--- src/rtl/mu0_control.sv ---
// mu0_control: MU0 fetch/execute sequencer with Rd/Wr/Mem_Ack handshake, bus timeout and fault codes.
// Defining MU0_SINGLE_STEP_EN adds a Step input and a PAUSE state after every completed instruction.
module mu0_control #(
  parameter int unsigned TIMEOUT = 15
) (
  input  logic       Clk,
  input  logic       Reset,
  input  logic [3:0] F,
  input  logic       N,
  input  logic       Z,
  input  logic       Mem_Ack,
`ifdef MU0_SINGLE_STEP_EN
  input  logic       Step,
`endif
  output logic       X_sel,
  output logic       Y_sel,
  output logic       Addr_sel,
  output logic       PC_En,
  output logic       IR_En,
  output logic       Acc_En,
  output logic [1:0] M,
  output logic       Rd,
  output logic       Wr,
  output logic       Halted,
  output logic [1:0] Fault
);

  typedef enum logic [1:0] {S_FETCH, S_EXEC, S_HALT, S_PAUSE} state_t;

  localparam logic [3:0] TO_LIM = 4'(TIMEOUT);
  localparam bit         TO_EN  = (TIMEOUT != 0);

  state_t     state_q, state_d, done_st;
  logic [3:0] wait_q, wait_d;
  logic [1:0] fault_q, fault_d;

  always_ff @(posedge Clk) begin
    if (!Reset) begin
      state_q <= S_FETCH;
      wait_q  <= '0;
      fault_q <= '0;
    end else begin
      state_q <= state_d;
      wait_q  <= wait_d;
      fault_q <= fault_d;
    end
  end

`ifdef MU0_SINGLE_STEP_EN
  assign done_st = S_PAUSE;
`else
  assign done_st = S_FETCH;
`endif

  always_comb begin
    X_sel    = 1'b0;
    Y_sel    = 1'b0;
    Addr_sel = 1'b0;
    PC_En    = 1'b0;
    IR_En    = 1'b0;
    Acc_En   = 1'b0;
    M        = 2'b00;
    Rd       = 1'b0;
    Wr       = 1'b0;
    Halted   = 1'b0;
    Fault    = fault_q;
    state_d  = state_q;
    wait_d   = wait_q;
    fault_d  = fault_q;

    case (state_q)
      S_FETCH: begin
        Rd    = 1'b1;
        X_sel = 1'b1;
        M     = 2'b10;
        if (Mem_Ack) begin
          IR_En   = 1'b1;
          PC_En   = 1'b1;
          state_d = S_EXEC;
        end
      end
      S_EXEC: begin
        case (F)
          4'h0, 4'h2, 4'h3: begin
            Addr_sel = 1'b1;
            Rd       = 1'b1;
            M        = (F == 4'h0) ? 2'b00 : ((F == 4'h2) ? 2'b01 : 2'b11);
            if (Mem_Ack) begin
              Acc_En  = 1'b1;
              state_d = done_st;
            end
          end
          4'h1: begin
            Addr_sel = 1'b1;
            Wr       = 1'b1;
            if (Mem_Ack) state_d = done_st;
          end
          4'h4, 4'h5, 4'h6: begin
            if ((F == 4'h4) || (F == 4'h5 && !N) || (F == 4'h6 && !Z)) begin
              Y_sel = 1'b1;
              PC_En = 1'b1;
            end
            state_d = done_st;
          end
          4'h7: begin
            state_d = S_HALT;
            fault_d = 2'b00;
          end
          default: begin
            state_d = S_HALT;
            fault_d = 2'b01;
          end
        endcase
      end
      S_HALT: Halted = 1'b1;
      S_PAUSE: begin
`ifdef MU0_SINGLE_STEP_EN
        if (Step) state_d = S_FETCH;
`endif
      end
      default: state_d = S_FETCH;
    endcase

    // Timeout overrides the access only when Mem_Ack is still low in the limit cycle.
    if ((Rd || Wr) && !Mem_Ack) begin
      wait_d = wait_q + 4'd1;
      if (TO_EN && wait_q == TO_LIM) begin
        state_d = S_HALT;
        fault_d = 2'b10;
        wait_d  = '0;
      end
    end else begin
      wait_d = '0;
    end

    if (!Reset) begin
      X_sel    = 1'b0;
      Y_sel    = 1'b0;
      Addr_sel = 1'b0;
      PC_En    = 1'b0;
      IR_En    = 1'b0;
      Acc_En   = 1'b0;
      M        = 2'b00;
      Rd       = 1'b0;
      Wr       = 1'b0;
      Halted   = 1'b0;
      Fault    = 2'b00;
    end
  end

endmodule

--- config.mk ---
export PLATFORM = sky130hd
export DESIGN_NAME = mu0_control
export DESIGN_NICKNAME = d
export VERILOG_FILES = /design/src/rtl/mu0_control.sv
export SDC_FILE = /design/constraint.sdc
export NUM_CORES = 1
export LEC_CHECK = 0
export ABC_AREA = 0
export ABC_CLOCK_PERIOD_IN_PS = 1200
export BUFFER_PORTS_ARGS = -buffer_cell sky130_fd_sc_hd__buf_4
export CORE_AREA = 2 2 39 41
export CTS_CLUSTER_DIAMETER = 60
export DETAILED_ROUTE_END_ITERATION = 10
export DIE_AREA = 0 0 41 43
export PLACE_DENSITY = 0.65
export SETUP_SLACK_MARGIN = 0.15
export SLEW_MARGIN = 25
export SYNTH_ARGS = -nofsm -noshare
export SYNTH_HDL_FRONTEND = slang
export SYNTH_SLANG_ARGS = --single-unit
--- constraint.sdc ---
create_clock -name Clk -period 1.2 [get_ports Clk]
set_input_delay 0 -clock Clk [delete_from_list [all_inputs] [get_ports Clk]]
set_output_delay 0 -clock Clk [all_outputs]
set_load 0.1 [all_outputs]
== Yosys cells after proc, flatten, opt, wreduce, memory -nomap -nowiden ==
Index checks and enable logic that the tools add are counted.
W data, S select, Z words.

* Flip-flop bits (word level): 8
* Input port bits: 9
* Output and inout port bits: 13
* Logic and storage cells: 73

* $add $sub $neg: 1
* Equality and inequality tests: 10
* Muxes and demuxes: 41
* Bitwise gates (word level): 2
* Reductions and logical operators: 16

{| class="wikitable"
|+ Operators by type and width
! cell !! count
|-
| $mux W2 || 12
|-
| $mux W1 || 23
|-
| $eq A4 B3 Y1 const B || 4
|-
| $pmux W2 S2 || 4
|-
| $reduce_or A3 Y1 || 3
|-
| $eq A4 B2 Y1 const B || 2
|-
| $reduce_or A7 Y1 || 1
|-
| $add A4 B1 Y4 const B || 1
|-
| $eq A4 B1 Y1 const B || 1
|-
| $eq A4 B4 Y1 const B || 1
|-
| $logic_not A4 Y1 || 1
|-
| $pmux W1 S2 || 2
|-
| $reduce_or A4 Y1 || 1
|-
| $logic_and A1 B1 Y1 || 3
|-
| $logic_not A1 Y1 || 3
|-
| $logic_or A1 B1 Y1 || 3
|-
| $eq A2 B1 Y1 const B || 1
|-
| $eq A2 B2 Y1 const B || 1
|-
| $logic_not A2 Y1 || 1
|-
| $not A1 Y1 || 2
|}

== Depth between registers and ports, before layout ==
Gate-level depths: netlist (run 1).

* Depth in word-level cells: 8
* Gate-level depth with buffers: 4
* Depth with buffers taken out: 4

== Worst setup path after synthesis (run 1) ==
Ideal clock, no wire load.

* Path type: reg2out
* From: register state_q[0]
* To: output Acc_En
* Arrival time: 3.707 ns
* Data required time: 1.200 ns
* Slack: -2.507 ns
* Cell stages (with the launch flop): 5
* Buffers on the path: 1
* Cells stage by stage: dfxtp_1 > buf_4 > nand3b_1 > nor3_1 > and3_1

* Cells in the longest elaborated chain, start to end: 3

{| class="wikitable"
|+ Ends and longest elaborated chain
! what !! line !! source
|-
| from (decl) || 33 || <nowiki>state_t state_q, state_d, done_st;</nowiki>
|-
| from (signal assigned) || 43 || <nowiki>state_q <= state_d;</nowiki>
|-
| $eq A2 B1 Y1 || 71 || <nowiki>case (state_q)</nowiki>
|-
| $mux W1 || 71 ||
|-
| $mux W1 || 136 || <nowiki>if (!Reset) begin</nowiki>
|-
| to (decl) || 20 || <nowiki>output logic Acc_En,</nowiki>
|}

Every way passes these cells.

== Worst setup path in the final report (run 1) ==
* From: register state_q[1]
* To: output PC_En

* Cells in the longest elaborated chain, start to end: 3
* Elaborated cells between the ends (all ways): 4
* Classes of those cells: 1 x eq/ne; 2 x mux; 1 x reduce/logical

{| class="wikitable"
|+ Ends and longest elaborated chain
! what !! line !! source
|-
| $eq A2 B1 Y1 or $logic_not A2 Y1 (tied branches) || 71 ||
|-
| $pmux W1 S2 (*) || 71 ||
|-
| $mux W1 (*) || 136 ||
|-
| to (decl) || 18 || <nowiki>output logic PC_En,</nowiki>
|}

Mark *: on every way between the ends. The rest lies on a longest branch, timed or not.

==> summary.txt, run 1 <==
==========================================================================================
Outcome                                                                       finished, violations left
Violated checks                                                               setup timing
Detailed Routing Iterations Pass 1                                                       4
Critical path arrival                                                              1.51 ns
Starting DRT DRC Count                                                                   3
Number of failing setup endpoints in the final timing report                            10
Layout cell share with drive strength beyond 1                                       61.0%
Final period util                                                                     126%
Nets                                                                                   112
Antenna violations before repair                                                         0
Global-route congestion overflow total                                                   0
Clock latency on the worst-skew pair                                               0.25 ns
Number of placed instances with taps included                                          109
# clock sinks                                                                            8
Total design power                                                                 1.00 mW
Count of unresolved DRC violations after routing                                         0
TritonCTS clock tree                                                                  done
Count of yosys warnings during synthesis                                                 0
Reg2Reg Launch Point                                                          state_q[1]$_SDFF_PN0_
RSZ-0062 raised after global routing                                                  true
Effective utilization at floorplan                                                   35.6%
Final worst-path setup slack                                                     -0.310 ns
Sum of net half-perimeters after detailed placement                                1100 µm
# Max-Cap Violations                                                                     0
Die W                                                                                41 µm
Post-route minimum period                                                          1.51 ns
CTS H-Tree Depth                                                                         1
Hold_ws                                                                          0.0680 ns
Worst hold path stage count                                                              3
IO Port Bufs                                                                            21
DR vias                                                                                630
Post-synthesis sequential area ratio                                                 32.5%
Global routing met3 resource utilization                                             2.09%
Achievable Freq                                                                    662 MHz
Post-synthesis sequential element count                                                  8
Min-Delay Path Class                                                          primary input to register
Crit-path cells                                                               nand3b_1, or3b_4, o21bai_4, buf_12
Global-route wire length before repair                                             2630 µm
Layout Area Growth over Synthesis                                                     121%
Cells after Synth                                                                       65
Routed length per instance                                                         14.9 µm
Leakage power total                                                               0.437 nW
Startpoint class of the critical path                                             register
Pin slew with the least headroom to its limit                                     0.370 ns
Mean number of vias per cell                                                          5.43
Die area                                                                       0.00176 mm²
CP Capture Type                                                                output port
Number of hold-repair buffers added at the cts stage                                     0
I/O pin total                                                                           22
CP Max Fanout                                                                            2
Antenna cells                                                                            0
Register-to-register setup slack                                                   0.03 ns
Final Routed Wirelength                                                            1730 µm
Layout Utilization                                                                   78.8%
Setup TNS                                                                         -2.39 ns
Final Hold Vio Count                                                                     0
Max_slew headroom                                                                    75.1%
Distinct cell type count of the synthesized netlist                                     27
Pin count of the biggest net entering global routing                                    11
Count of fill cells added during filler insertion                                       89
Clk_skew                                                                       0.000703 ns
Fraction of met2 tracks used by global routing                                       40.0%
Pwr dens                                                                        920 mW/mm²
Syn avg cell area                                                                 7.58 µm²
Area of the core                                                               0.00138 mm²
GP Congestion                                                                        0.741
Number of global-route vias before repair                                              604
Post-place instance area                                                           805 µm²
Total routing resource utilization after global routing                              22.4%
Number of nets produced by synthesis                                                    75
CP Class                                                                      register to output port
Worst Hold Endpoint                                                           fault_q[0]$_SDFF_PN0_
Busiest layer in global routing                                                       met2
Post-detailed-route count of antenna-violating nets                                      0
Library cell used as clock root buffer                                            clkbuf_4
Die extent in y                                                                      43 µm
Count of standard-cell rows                                                             14
Clock edge transition at the registers on the reported setup and hold paths        0.05 ns
Met1 Usage GRT                                                                       23.5%
Count of non-filler cells in the finished layout                                       116
Reg2Reg Depth                                                                            5
Post-place setup slack                                                           -0.163 ns
Critical path's slowest cell                                                        or3b_4
Clock buffer count from CTS                                                              3
Max Buffers Root-to-Sink                                                                 2
Number of max-slew violations in the final report                                        0
Worst ir drop on vdd                                                                730 µV
Area of the mapped netlist                                                         493 µm²
Critical R2R Capture                                                          fault_q[0]$_SDFF_PN0_
Slowest Stage Delay on Critical Path                                               0.42 ns
Required arrival time at the worst endpoint                                        1.20 ns
Startpoint of the worst hold path                                                     F[3]
Final instance area                                                            0.00109 mm²
==========================================================================================
## what timing repair did
item                       CTS  global route
buffers inserted             4             0
setup endpoints to repair   17            19
pin swaps                   14             8
resized for setup           54             5
## power breakdown
| group | leakage, nW | internal [mW] | total [mW] | switching [mW] |
|---|---|---|---|---|
| Clock | 0.0138 | 0.114 | 0.198 | 0.0845 |
| Combinational | 0.358 | 0.204 | 0.514 | 0.310 |
| Sequential | 0.0659 | 0.280 | 0.290 | 0.00931 |
## worst max-delay path by stage
stage	start	to	slack [ns]
after floorplan	state_q[0]$_SDFF_PN0_	Acc_En	-0.85
after global placement	state_q[1]$_SDFF_PN0_	PC_En	-0.14
after detailed placement	state_q[1]$_SDFF_PN0_	PC_En	-0.16
after CTS	state_q[1]$_SDFF_PN0_	PC_En	-0.31
after global routing	state_q[1]$_SDFF_PN0_	PC_En	-0.36
final	state_q[1]$_SDFF_PN0_	PC_En	-0.31
## routing by layer
layer,vias to the layer above,part of all wire (%)
met5,-,0
li1,302,-
met3,2,5.5
met1,301,36
met2,25,58
met4,0,0.69
## cell type report
cell class / instances / area, µm² / share of cell area, %
Clock buffer: 3 / 22.5 / 2.07
Inverter: 1 / 3.75 / 0.344
Tap cell: 16 / 20.0 / 1.84
Sequential cell: 8 / 163 / 14.9
Timing Repair Buffer: 33 / 408 / 37.4
Multi-Input combinational cell: 55 / 473 / 43.4
## layout by cell type (no fill, tap or decap), drive strengths merged
master / netlist / final
buf: 1 / 33
nor2: 11 / 11
dfxtp: 8 / 8
nand3: 5 / 5
a21oi: 5 / 5
o21ai: 5 / 5
nand2: 4 / 4
clkbuf: 0 / 3
and2: 3 / 3
nand3b: 2 / 2
nor3b: 2 / 2
and2b: 2 / 2
nor3: 2 / 2
or2b: 2 / 2
nand2b: 1 / 1
nor4: 1 / 1
and3: 1 / 1
or3b: 1 / 1
o21bai: 1 / 1
o21a: 1 / 1
o41ai: 1 / 1
xnor2: 1 / 1
inv: 1 / 1
a31oi: 1 / 1
o31a: 1 / 1
xor2: 1 / 1
ha: 1 / 1
## cells in the mapped netlist (all sizes together)
cell type  count  area [µm²]
nor3           2        10.0
o41ai          1        8.76
xor2           1        8.76
and2b          2        15.0
nand3          5        25.0
nor4           1        6.26
and2           3        18.8
nand2b         1        6.26
o21a           1        7.51
o21bai         1        7.51
inv            1        3.75
or2b           2        15.0
ha             1        12.5
nor3b          2        20.0
xnor2          1        8.76
nor2          11        41.3
a31oi          1        6.26
nand3b         2        15.0
nand2          4        15.0
or3b           1        8.76
o31a           1        8.76
a21oi          5        25.0
dfxtp          8         160
buf            1        7.51
o21ai          5        25.0
and3           1        6.26
## flip-flops by register name, summed over array words and instances (netlist names)
signal,cells
fault_q,2
wait_q,4
state_q,2
## logic make-up after synthesis
kind of cell / count (synthesis) / synth area share, %
buf+inv: 2 / 2.28
flops: 8 / 32.5
compound gates: 15 / 18.0
xor+xnor: 2 / 3.55
fa+ha+maj: 1 / 2.54
simple gates: 37 / 41.1
## critical path: cells and delay by family, from the launching register on
family                 cells  cell delay [ns]
buffers and inverters      1             0.19
and+or+nand+nor            2             0.60
DFF                        1             0.33
AOI/OAI and AO/OA          1             0.14
Note: power is estimated with default switching activity, not from simulation.
==> inputs of run 2 (changes only) <==
--- a/config.mk
+++ b/config.mk
@@ -6,13 +6,13 @@
 export NUM_CORES = 1
 export LEC_CHECK = 0
 export ABC_AREA = 0
-export ABC_CLOCK_PERIOD_IN_PS = 1200
+export ABC_CLOCK_PERIOD_IN_PS = 1710
 export BUFFER_PORTS_ARGS = -buffer_cell sky130_fd_sc_hd__buf_4
 export CORE_AREA = 2 2 39 41
 export CTS_CLUSTER_DIAMETER = 60
 export DETAILED_ROUTE_END_ITERATION = 10
 export DIE_AREA = 0 0 41 43
-export PLACE_DENSITY = 0.65
+export PLACE_DENSITY = 0.62
 export SETUP_SLACK_MARGIN = 0.15
 export SLEW_MARGIN = 25
 export SYNTH_ARGS = -nofsm -noshare
==> constraint.sdc (replaced) <==
create_clock -name Clk -period 1.71 [get_ports Clk]
set_input_delay 0 -clock Clk [delete_from_list [all_inputs] [get_ports Clk]]
set_output_delay 0 -clock Clk [all_outputs]
set_load 0.1 [all_outputs]
==> run 2 against run 1 <==
The run now ends clean. Count of clock-buffer cells in the layout did not move. Combinational power fell by 52%. Clock skew rose by 0.0038 ns. Routed wire length fell by 30%. Flip-flop and latch count did not move. Critical path type unchanged.
==> summary.txt, run 2 (same netlist as run 1, synthesis figures left out) <==
==========================================================================================
Critical path arrival                                                              1.52 ns
Post-detailed-route count of antenna-violating nets                                      0
IO Port Bufs                                                                            21
Layout Utilization                                                                   59.3%
Setup TNS                                                                             0 ns
Starting DRT DRC Count                                                                   4
Effective utilization at floorplan                                                   35.6%
Layout cell share with drive strength beyond 1                                       41.8%
Number of global-route vias before repair                                              453
Final Routed Wirelength                                                            1200 µm
Required arrival time at the worst endpoint                                        1.71 ns
Max_slew headroom                                                                    76.6%
Register-to-register setup slack                                                   0.43 ns
Pin count of the biggest net entering global routing                                    12
Final Hold Vio Count                                                                     0
Startpoint class of the critical path                                             register
Post-route minimum period                                                          1.52 ns
CP Max Fanout                                                                            7
Layout Area Growth over Synthesis                                                    66.5%
Die extent in y                                                                      43 µm
Mean number of vias per cell                                                          5.13
Reg2Reg Depth                                                                            4
Die area                                                                       0.00176 mm²
Max reg flops                                                                            4
Count of unresolved DRC violations after routing                                         0
Worst hold path stage count                                                              2
# Max-Cap Violations                                                                     0
Reg2Reg Launch Point                                                          wait_q[0]$_SDFF_PP0_
Area of the core                                                               0.00138 mm²
Commonest cells after routing, fill and taps aside                            20 x buf_4, 9 x nor2_1, 6 x dfxtp_1
Crit-path cells                                                               nand3b_1, or3b_4, o21bai_4, buf_12
I/O pin total                                                                           22
CP Class                                                                      register to output port
Number of max-slew violations in the final report                                        0
Most common cell after layout, fill and taps aside                                   buf_4
Critical path's slowest cell                                                        or3b_4
Nets                                                                                   103
Count of standard-cell rows                                                             14
Die W                                                                                41 µm
Comb power frac                                                                      41.6%
DR vias                                                                                549
CP Capture Type                                                                output port
Critical R2R Capture                                                          fault_q[0]$_SDFF_PN0_
Final period util                                                                    88.9%
Antenna cells                                                                            0
Outcome                                                                       finished clean
Achievable Freq                                                                    658 MHz
Clock buffer count from CTS                                                              3
Global-route congestion overflow total                                                   0
Number of failing setup endpoints in the final timing report                             0
Max Buffers Root-to-Sink                                                                 2
RSZ-0062 raised after global routing                                                  true
Net switching power of the design                                                 0.243 mW
Sum of net half-perimeters after detailed placement                                 922 µm
GP Congestion                                                                        0.740
Antenna violations before repair                                                         0
TritonCTS clock tree                                                                  done
Global-route wire length before repair                                             1850 µm
Min-Delay Path Class                                                          primary input to register
Switch share                                                                         40.8%
Worst Hold Endpoint                                                           state_q[1]$_SDFF_PN0_
Pwr dens                                                                        725 mW/mm²
CTS H-Tree Depth                                                                         1
Clk_skew                                                                        0.00448 ns
Routed length per instance                                                         11.2 µm
Clock edge transition at the registers on the reported setup and hold paths        0.05 ns
Clock latency on the worst-skew pair                                               0.25 ns
Library cell used as clock root buffer                                            clkbuf_4
Detailed Routing Iterations Pass 1                                                       4
Register with the most flip-flops                                                   wait_q
# clock sinks                                                                            8
Final worst-path setup slack                                                      0.190 ns
Post-place setup slack                                                            0.318 ns
Biggest regs                                                                  wait_q: 4 flops, fault_q: 2 flops, state_q: 2 flops
Worst ir drop on vdd                                                                395 µV
Total routing resource utilization after global routing                              15.2%
Startpoint of the worst hold path                                                    Reset
Total design power                                                                0.595 mW
Internal power component                                                          0.352 mW
Slowest Stage Delay on Critical Path                                               0.42 ns
Portion of total power attributed to sequential cells                                35.2%
Clock share of power                                                                 23.2%
Pin slew with the least headroom to its limit                                     0.350 ns
Leakage power total                                                               0.340 nW
==========================================================================================
## run 2: timing repair
| item | in CTS | in global routing |
|---|---|---|
| hold buffers | 0 | 0 |
| pin swaps | 0 | 3 |
| setup endpoints to repair | 4 | 4 |
| resized for setup | 7 | 5 |
| buffers inserted | 0 | 2 |
## run 2: area by class of cell
class	count	area, µm²
Inverter	1	3.75
Timing Repair Buffer	24	221
Clock buffer	3	22.5
Tap cell	16	20.0
Fill cell	125	563
Sequential cell	8	168
Multi-Input combinational cell	55	385
## run 2: critical path: cells and delay by family, from the launching register on
kind	cells	cell delay [ns]
buffers and inverters	1	0.18
AO/OA/AOI/OAI	1	0.15
flip-flops	1	0.36
AND/OR/NAND/NOR	2	0.59
## run 2: per-layer routing
metal | vias to the layer above | part of all wire, % | track usage [%]
li1 | 286 | - | -
met2 | 15 | 46 | 20.3
met1 | 248 | 46 | 22.1
met5 | - | 0 | 0
met3 | 0 | 7.6 | 4.71
met4 | 0 | 0 | 6.00
## run 2: metrics by stage
stage          std cells  area (µm²)  hold slack [ns]
2_1_floorplan         65         563            0.109
3_3_place_gp         102         737            0.285
3_5_place_dp         102         737            0.286
4_1_cts              105         785           0.0225
5_1_grt              107         821           0.0163
6_report             107         821           0.0326
## run 2: how the worst max path moves through the flow
stage / start / end / slack [ns] / cells after the start
5_1_grt: state_q[1]$_SDFF_PN0_ / PC_En / 0.11 / 4
6_report: state_q[1]$_SDFF_PN0_ / PC_En / 0.19 / 4
3_5_place_dp: state_q[0]$_SDFF_PN0_ / Acc_En / 0.32 / 5
2_1_floorplan: state_q[1]$_SDFF_PN0_ / M[1] / -0.38 / 2
4_1_cts: state_q[1]$_SDFF_PN0_ / Acc_En / 0.15 / 5
3_3_place_gp: state_q[0]$_SDFF_PN0_ / PC_En / 0.34 / 4
## run 2: power by group through the flow
stage               clock network, mW  logic (mW)  registers [mW]
detailed placement                  0       0.234           0.215
global route                    0.160       0.261           0.211
global placement                    0       0.234           0.214
CTS                             0.145       0.239           0.211
finish                          0.138       0.248           0.210
floorplan                           0       0.184           0.206
